--- src/rtl/ether_tx_sched_pkg.sv ---
// Shared encodings and defaults for the Ethernet transmit frame scheduler.
package ether_tx_sched_pkg;

    typedef enum logic [1:0] {
        S_IDLE  = 2'd0,
        S_CHECK = 2'd1,
        S_WRITE = 2'd2
    } state_e;

    localparam logic SRC_HOST = 1'b1;
    localparam logic SRC_TREE = 1'b0;

    localparam int LEN_W  = 11;
    localparam int INFL_W = 3;

    localparam logic [LEN_W-1:0] DEF_MIN_LEN = 11'd3;
    localparam logic [LEN_W-1:0] DEF_MAX_LEN = 11'd1500;

endpackage

--- src/rtl/ether_tx_sched_if.sv ---
// Request, frame-info FIFO and status signals between the scheduler and its neighbours.
interface ether_tx_sched_if;
    import ether_tx_sched_pkg::*;

    logic             hostReq;
    logic [LEN_W-1:0] hostLen;
    logic             hostAck;
    logic             treeReq;
    logic [LEN_W-1:0] treeLen;
    logic             treeAck;
    logic             tfFull;
    logic             tfWrEn;
    logic [LEN_W:0]   tfDin;
    logic             TXdataValid;
    logic             lenErr;
    logic [INFL_W-1:0] inflight;

    modport slave (
        input  hostReq, hostLen, treeReq, treeLen, tfFull, TXdataValid,
        output hostAck, treeAck, tfWrEn, tfDin, lenErr, inflight
    );

    modport master (
        output hostReq, hostLen, treeReq, treeLen, tfFull, TXdataValid,
        input  hostAck, treeAck, tfWrEn, tfDin, lenErr, inflight
    );

endinterface

--- src/rtl/ether_tx_sched.sv ---
// Arbitrates host and cache-tree frame requests, checks lengths, writes the
// frame-info FIFO and tracks how many frames are queued or transmitting.
module ether_tx_sched
    import ether_tx_sched_pkg::*;
#(
    parameter logic [LEN_W-1:0] MIN_LEN      = DEF_MIN_LEN,
    parameter logic [LEN_W-1:0] MAX_LEN      = DEF_MAX_LEN,
    parameter int unsigned      MAX_INFLIGHT = 2
) (
    input  logic               ethTXclock,
    input  logic               reset,
    ether_tx_sched_if.slave    bus
);

    localparam logic [INFL_W-1:0] MAX_INF = INFL_W'(MAX_INFLIGHT);

    state_e            state_q, state_d;
    logic              src_q, src_d;
    logic [LEN_W-1:0]  len_q, len_d;
    logic              rr_q, rr_d;
    logic              ready_q;
    logic              txv_q;
    logic              host_ack_q, host_ack_d;
    logic              tree_ack_q, tree_ack_d;
    logic              wr_en_q, wr_en_d;
    logic [LEN_W:0]    din_q, din_d;
    logic              len_err_q, len_err_d;
    logic [INFL_W-1:0] inflight_q, inflight_d;

    logic host_req_s, tree_req_s, can_grant_s, win_tree_s, fall_s;

    // A request whose Ack is still visible has already been consumed; mask it
    // so the requester's one-cycle reaction to the Ack cannot cause a regrant.
    assign host_req_s  = bus.hostReq & ~host_ack_q;
    assign tree_req_s  = bus.treeReq & ~tree_ack_q;
    assign can_grant_s = ready_q & ~bus.tfFull & (inflight_q < MAX_INF)
                       & (host_req_s | tree_req_s);
    assign win_tree_s  = tree_req_s & (~host_req_s | rr_q);
    assign fall_s      = txv_q & ~bus.TXdataValid;

    // Next-state, grant latch and registered-output decode.
    always_comb begin
        state_d    = state_q;
        src_d      = src_q;
        len_d      = len_q;
        rr_d       = rr_q;
        host_ack_d = 1'b0;
        tree_ack_d = 1'b0;
        wr_en_d    = 1'b0;
        din_d      = din_q;
        len_err_d  = 1'b0;
        case (state_q)
            S_IDLE: begin
                if (can_grant_s) begin
                    state_d = S_CHECK;
                    src_d   = win_tree_s ? SRC_TREE : SRC_HOST;
                    len_d   = win_tree_s ? bus.treeLen : bus.hostLen;
                    rr_d    = win_tree_s ? 1'b0 : 1'b1;
                end else begin
                    state_d = S_IDLE;
                end
            end
            S_CHECK: begin
                if ((len_q < MIN_LEN) || (len_q > MAX_LEN)) begin
                    len_err_d  = 1'b1;
                    host_ack_d = (src_q == SRC_HOST);
                    tree_ack_d = (src_q == SRC_TREE);
                    state_d    = S_IDLE;
                end else begin
                    state_d = S_WRITE;
                end
            end
            S_WRITE: begin
                wr_en_d    = 1'b1;
                din_d      = {src_q, len_q};
                host_ack_d = (src_q == SRC_HOST);
                tree_ack_d = (src_q == SRC_TREE);
                state_d    = S_IDLE;
            end
            default: begin
                state_d = S_IDLE;
            end
        endcase
    end

    // In-flight count: +1 per FIFO write, -1 per transmitter end-of-frame.
    always_comb begin
        inflight_d = inflight_q;
        if (wr_en_d && !fall_s) begin
            inflight_d = (inflight_q < MAX_INF) ? inflight_q + 3'd1 : inflight_q;
        end else if (fall_s && !wr_en_d) begin
            inflight_d = (inflight_q != 3'd0) ? inflight_q - 3'd1 : inflight_q;
        end else begin
            inflight_d = inflight_q;
        end
    end

    // State and output registers.
    always_ff @(posedge ethTXclock or posedge reset) begin
        if (reset) begin
            state_q    <= S_IDLE;
            src_q      <= SRC_TREE;
            len_q      <= 11'd0;
            rr_q       <= 1'b0;
            ready_q    <= 1'b0;
            txv_q      <= 1'b0;
            host_ack_q <= 1'b0;
            tree_ack_q <= 1'b0;
            wr_en_q    <= 1'b0;
            din_q      <= 12'd0;
            len_err_q  <= 1'b0;
            inflight_q <= 3'd0;
        end else begin
            state_q    <= state_d;
            src_q      <= src_d;
            len_q      <= len_d;
            rr_q       <= rr_d;
            ready_q    <= 1'b1;
            txv_q      <= bus.TXdataValid;
            host_ack_q <= host_ack_d;
            tree_ack_q <= tree_ack_d;
            wr_en_q    <= wr_en_d;
            din_q      <= din_d;
            len_err_q  <= len_err_d;
            inflight_q <= inflight_d;
        end
    end

    assign bus.hostAck  = host_ack_q;
    assign bus.treeAck  = tree_ack_q;
    assign bus.tfWrEn   = wr_en_q;
    assign bus.tfDin    = din_q;
    assign bus.lenErr   = len_err_q;
    assign bus.inflight = inflight_q;

endmodule

--- src/flat_wrapper.sv ---
// flat-port wrapper written by rule: the top's interface ports become plain ports
module ether_tx_sched_flat import ether_tx_sched_pkg::*;
#(
    parameter logic [LEN_W-1:0] MIN_LEN      = DEF_MIN_LEN,
    parameter logic [LEN_W-1:0] MAX_LEN      = DEF_MAX_LEN,
    parameter int unsigned      MAX_INFLIGHT = 2
)
  (ethTXclock, reset, bus_hostReq, bus_hostLen, bus_treeReq, bus_treeLen, bus_tfFull, bus_TXdataValid, bus_hostAck, bus_treeAck, bus_tfWrEn, bus_tfDin, bus_lenErr, bus_inflight);
  ether_tx_sched_if bus_i ();
  input  logic ethTXclock;
  input  logic reset;
  input wire logic [$bits(bus_i.hostReq)-1:0] bus_hostReq;
  input wire logic [$bits(bus_i.hostLen)-1:0] bus_hostLen;
  input wire logic [$bits(bus_i.treeReq)-1:0] bus_treeReq;
  input wire logic [$bits(bus_i.treeLen)-1:0] bus_treeLen;
  input wire logic [$bits(bus_i.tfFull)-1:0] bus_tfFull;
  input wire logic [$bits(bus_i.TXdataValid)-1:0] bus_TXdataValid;
  output wire logic [$bits(bus_i.hostAck)-1:0] bus_hostAck;
  output wire logic [$bits(bus_i.treeAck)-1:0] bus_treeAck;
  output wire logic [$bits(bus_i.tfWrEn)-1:0] bus_tfWrEn;
  output wire logic [$bits(bus_i.tfDin)-1:0] bus_tfDin;
  output wire logic [$bits(bus_i.lenErr)-1:0] bus_lenErr;
  output wire logic [$bits(bus_i.inflight)-1:0] bus_inflight;
  assign bus_i.hostReq = bus_hostReq;
  assign bus_i.hostLen = bus_hostLen;
  assign bus_i.treeReq = bus_treeReq;
  assign bus_i.treeLen = bus_treeLen;
  assign bus_i.tfFull = bus_tfFull;
  assign bus_i.TXdataValid = bus_TXdataValid;
  assign bus_hostAck = bus_i.hostAck;
  assign bus_treeAck = bus_i.treeAck;
  assign bus_tfWrEn = bus_i.tfWrEn;
  assign bus_tfDin = bus_i.tfDin;
  assign bus_lenErr = bus_i.lenErr;
  assign bus_inflight = bus_i.inflight;
  ether_tx_sched #(.MIN_LEN(MIN_LEN), .MAX_LEN(MAX_LEN), .MAX_INFLIGHT(MAX_INFLIGHT)) u_core (.ethTXclock(ethTXclock), .reset(reset), .bus(bus_i));
endmodule
--- config.mk ---
export PLATFORM = sky130hd
export DESIGN_NAME = ether_tx_sched_flat
export DESIGN_NICKNAME = d
export VERILOG_FILES = /design/src/rtl/ether_tx_sched_pkg.sv /design/src/rtl/ether_tx_sched_if.sv /design/src/rtl/ether_tx_sched.sv /design/src/flat_wrapper.sv
export SDC_FILE = /design/constraint.sdc
export NUM_CORES = 1
export LEC_CHECK = 0
export CORE_UTILIZATION = 47
export DETAILED_ROUTE_END_ITERATION = 6
export GPL_TIMING_DRIVEN = 0
export PLACE_DENSITY = 0.84
export RECOVER_POWER = 50
export SYNTH_ARGS = -nofsm -noshare
export SYNTH_HDL_FRONTEND = slang
export SYNTH_SLANG_ARGS = --single-unit
--- constraint.sdc ---
create_clock -name ethTXclock -period 2.31 [get_ports ethTXclock]
set_input_delay 0.693 -clock ethTXclock [delete_from_list [all_inputs] [get_ports ethTXclock]]
set_output_delay 0.693 -clock ethTXclock [all_outputs]
set_load 0.05 [all_outputs]
==> results.md <==
- Final Setup Violations: 0
- Total Power: around 2.5 mW
- Residual DRC: 0
- N_diodes: 0
- H-tree levels: 2
- Aggregate routed wire length: 3.41 mm
- Setup slack at placement: -0.166 ns
- Worst-margin pin slew: 1.29 ns
- Clock Sinks: 35
- Total gr overflow: 0
- Slowest-stage cell, CP: clkdlybuf4s50_1
- Port bufs: 46
- Final core occ: 65.5%
- CTS tree: yes
- Postcts setup bufs: 0
- Yosys top cell area share: 53.7%
- Startpoint Class: flip-flop
- # Max-Cap Violations: 0
- First DRT Iteration DRCs: 33
- Router iterations before antenna repair: 4
- Worst VDD drop: 0.549 mV
- Leakage: between 0.9 and 1 nW
- RSZ-0062 raised after global routing: no
- ANT nets after route: 0
- Final Net Count: 223
- Cells after synthesis: around 140
- Num CTS Buffers: 5
- # IOs: 47
- Final estimated routing congestion in global placement: 0.757
- Synth top cells by count: dfrtp_1 (35), nand2_1 (17), mux2_2 (12), mux2i_1 (11), o21ai_1 (9)
- Syn avg cell area: 11.8 µm²
- Reg area: between 800 and 900 µm²
- Worst setup margin: 0.0937 ns
- Post-synth top flop: dfrtp_1
- Clock transition at path regs: 0.10 ns
- Post-synthesis async set-or-reset flop share: 100%
- Final Hold Viols: 0
- Leading area contributor after synthesis: dfrtp_1
- Die Ht: approximately 60 µm
- Initial antenna violation count: 0
- Layout cells sized above 1: between 10% and 20%
- Relative slew margins: 13.7%
- Largest net degree at the start of global routing: 36
- HP Class: reg2reg
- Row Count: 21
- Initial core utilization: 48.9%
- Critical path arrival: 1.52 ns
- Detailed Place HPWL: ~2.7 mm
- Post-synthesis register bit count: 35
- Clock Skews: 0.00718 ns
- Die area: roughly 3700 µm²
- Worst-path fanout max: 2
- Gr usage total: 20.6%
- CP peak stage delay: 0.81 ns
- Routed wire per std cell: 14.4 µm
- Root Buffer: clkbuf_4
- Kind of cell adding the most delay to the critical path: buffers and inverters
- Largest cells by area after synthesis: dfrtp_1 (54%), mux2_2 (8.3%), mux2i_1 (6.8%)
- CP endpoint kind: output pin
- Vias per cell: between 5 and 6
- Synth warnings: 0
- First-pass GRT wire length: 5.33 mm
- Sequential share of the synthesized area: 53.7%
- Synth Cell Area: between 1500 and 2000 µm²
- Crit Path Category: reg2out
- Vias post-DR: 1232
- Pins Over Slew Limit: 0
- FILL cells: roughly 280
- Min cycle time layout: 2.22 ns
- Power Density: between 1000 and 1500 nW/µm²
- Clk buf depth: 2
- Worst Path Required: 1.62 ns
- Core area: about 3300 µm²
- Worst-path cell chain: clkdlybuf4s50_1
- Area Overhead vs Synth: 34.1%
- Vias in the first global route: 1219
- Max Freq: 451 MHz
- Area of the multi-input gates: 688 µm²
- Mapped Nets: 170
- EDFF count, synth: 0
- Final Hold Slack: just over 0.5 ns
- WP buf/inv: 1
- Count leader, synth: dfrtp_1
- Tcrit/Tclk final: a little over nine tenths
- Die width: a little over 60 µm
- Worst skew pair latency: 0.34 ns
- Status: finished clean
- Synth cell types: 36
==> flip-flops by register name (all words and copies together), names as in the netlist <==
register and count:
u_core.bus.hostAck 1, u_core.bus.inflight 3, u_core.bus.lenErr 1, u_core.bus.tfDin 12, u_core.bus.tfWrEn 1, u_core.bus.treeAck 1
u_core.len_q 11, u_core.ready_q 1, u_core.src_q 1, u_core.state_q 2, u_core.txv_q 1
==> placed cells by master, fill, tap and decap left out, drive strengths merged, types with 3 or more instances in the layout <==
cell / n
clkbuf: 7
nor2b: 3
nand2: 17
buf: 4
nand3: 5
mux2: 13
mux2i: 11
o21ai: 12
clkdlybuf4s50: 42
inv: 6
dfrtp: 35
ha: 3
==> logic make-up (layout without fill, tap and decap cells) <==
logic type / after synthesis / count (layout) / share of synthesized area, %
flip-flops: 35 / 35 / 53.7
AND/OR/NAND/NOR: 40 / 40 / 13.0
multiplexers: 24 / 24 / 15.7
AO/OA/AOI/OAI: 21 / 21 / 9.06
XOR/XNOR: 2 / 2 / 1.07
other: 1 / 1 / 0.230
adder cells (fa/ha/maj): 4 / 4 / 3.53
buffers and inverters: 11 / 63 / 3.68
==> routing by layer <==
layer / track usage, % / wire length [µm]
met1: 22.6 / 1340
met2: 35.9 / 1830
met3: 7.04 / 180
met4: 9.74 / 63
met5: 0 / 0
==> final cells by class <==
class | count | share of cell area [%]
sequential | 35 | 40.1
buffer | 5 | 1.83
multi-input combinational | 92 | 31.5
tap | 46 | 2.63
timing repair buffer | 46 | 21.1
clock buffer | 6 | 1.89
inverter | 6 | 1.03
==> worst paths after layout <==
path	end	from	slack, ns	cells after the start
setup / recovery	bus_tfDin[6]	u_core.bus.tfDin[6]$_DFFE_PP0P_	0.09	1
hold / removal	u_core.bus.tfDin[1]$_DFFE_PP0P_	u_core.bus.tfDin[1]$_DFFE_PP0P_	0.51	1
setup reg to reg	u_core.bus.inflight[2]$_DFFE_PP0P_	u_core.state_q[0]$_DFF_PP0_	0.21	9
hold reg to reg	u_core.bus.tfDin[1]$_DFFE_PP0P_	u_core.bus.tfDin[1]$_DFFE_PP0P_	0.51	1
max in group asynchronous	u_core.bus.tfDin[4]$_DFFE_PP0P_	reset	0.39	2
min in group asynchronous	u_core.bus.tfDin[9]$_DFFE_PP0P_	reset	1.15	2
==> power breakdown <==
group	internal, mW	switching, mW	leakage, nW
Combinational	0.476	0.729	0.516
Clock	0.108	0.188	0.0242
Sequential	0.834	0.208	0.445
==> per-stage QoR <==
stage / std cells / instance area, µm² / setup TNS (ns)
after floorplan: 138 / 1630 / 0
after global placement: 230 / 2150 / -0.0424
after CTS: 236 / 2190 / 0
after detailed placement: 230 / 2150 / -0.181
after global routing: 236 / 2190 / 0
final: 236 / 2190 / 0
==> timing repair <==
item                                   in CTS  in global routing
setup endpoints to repair                   2                  2
hold buffers                                0                  0
endpoints found under the hold margin       0                  0
gates resized for setup                     2                  2
Power figures use the tool's default switching activity.
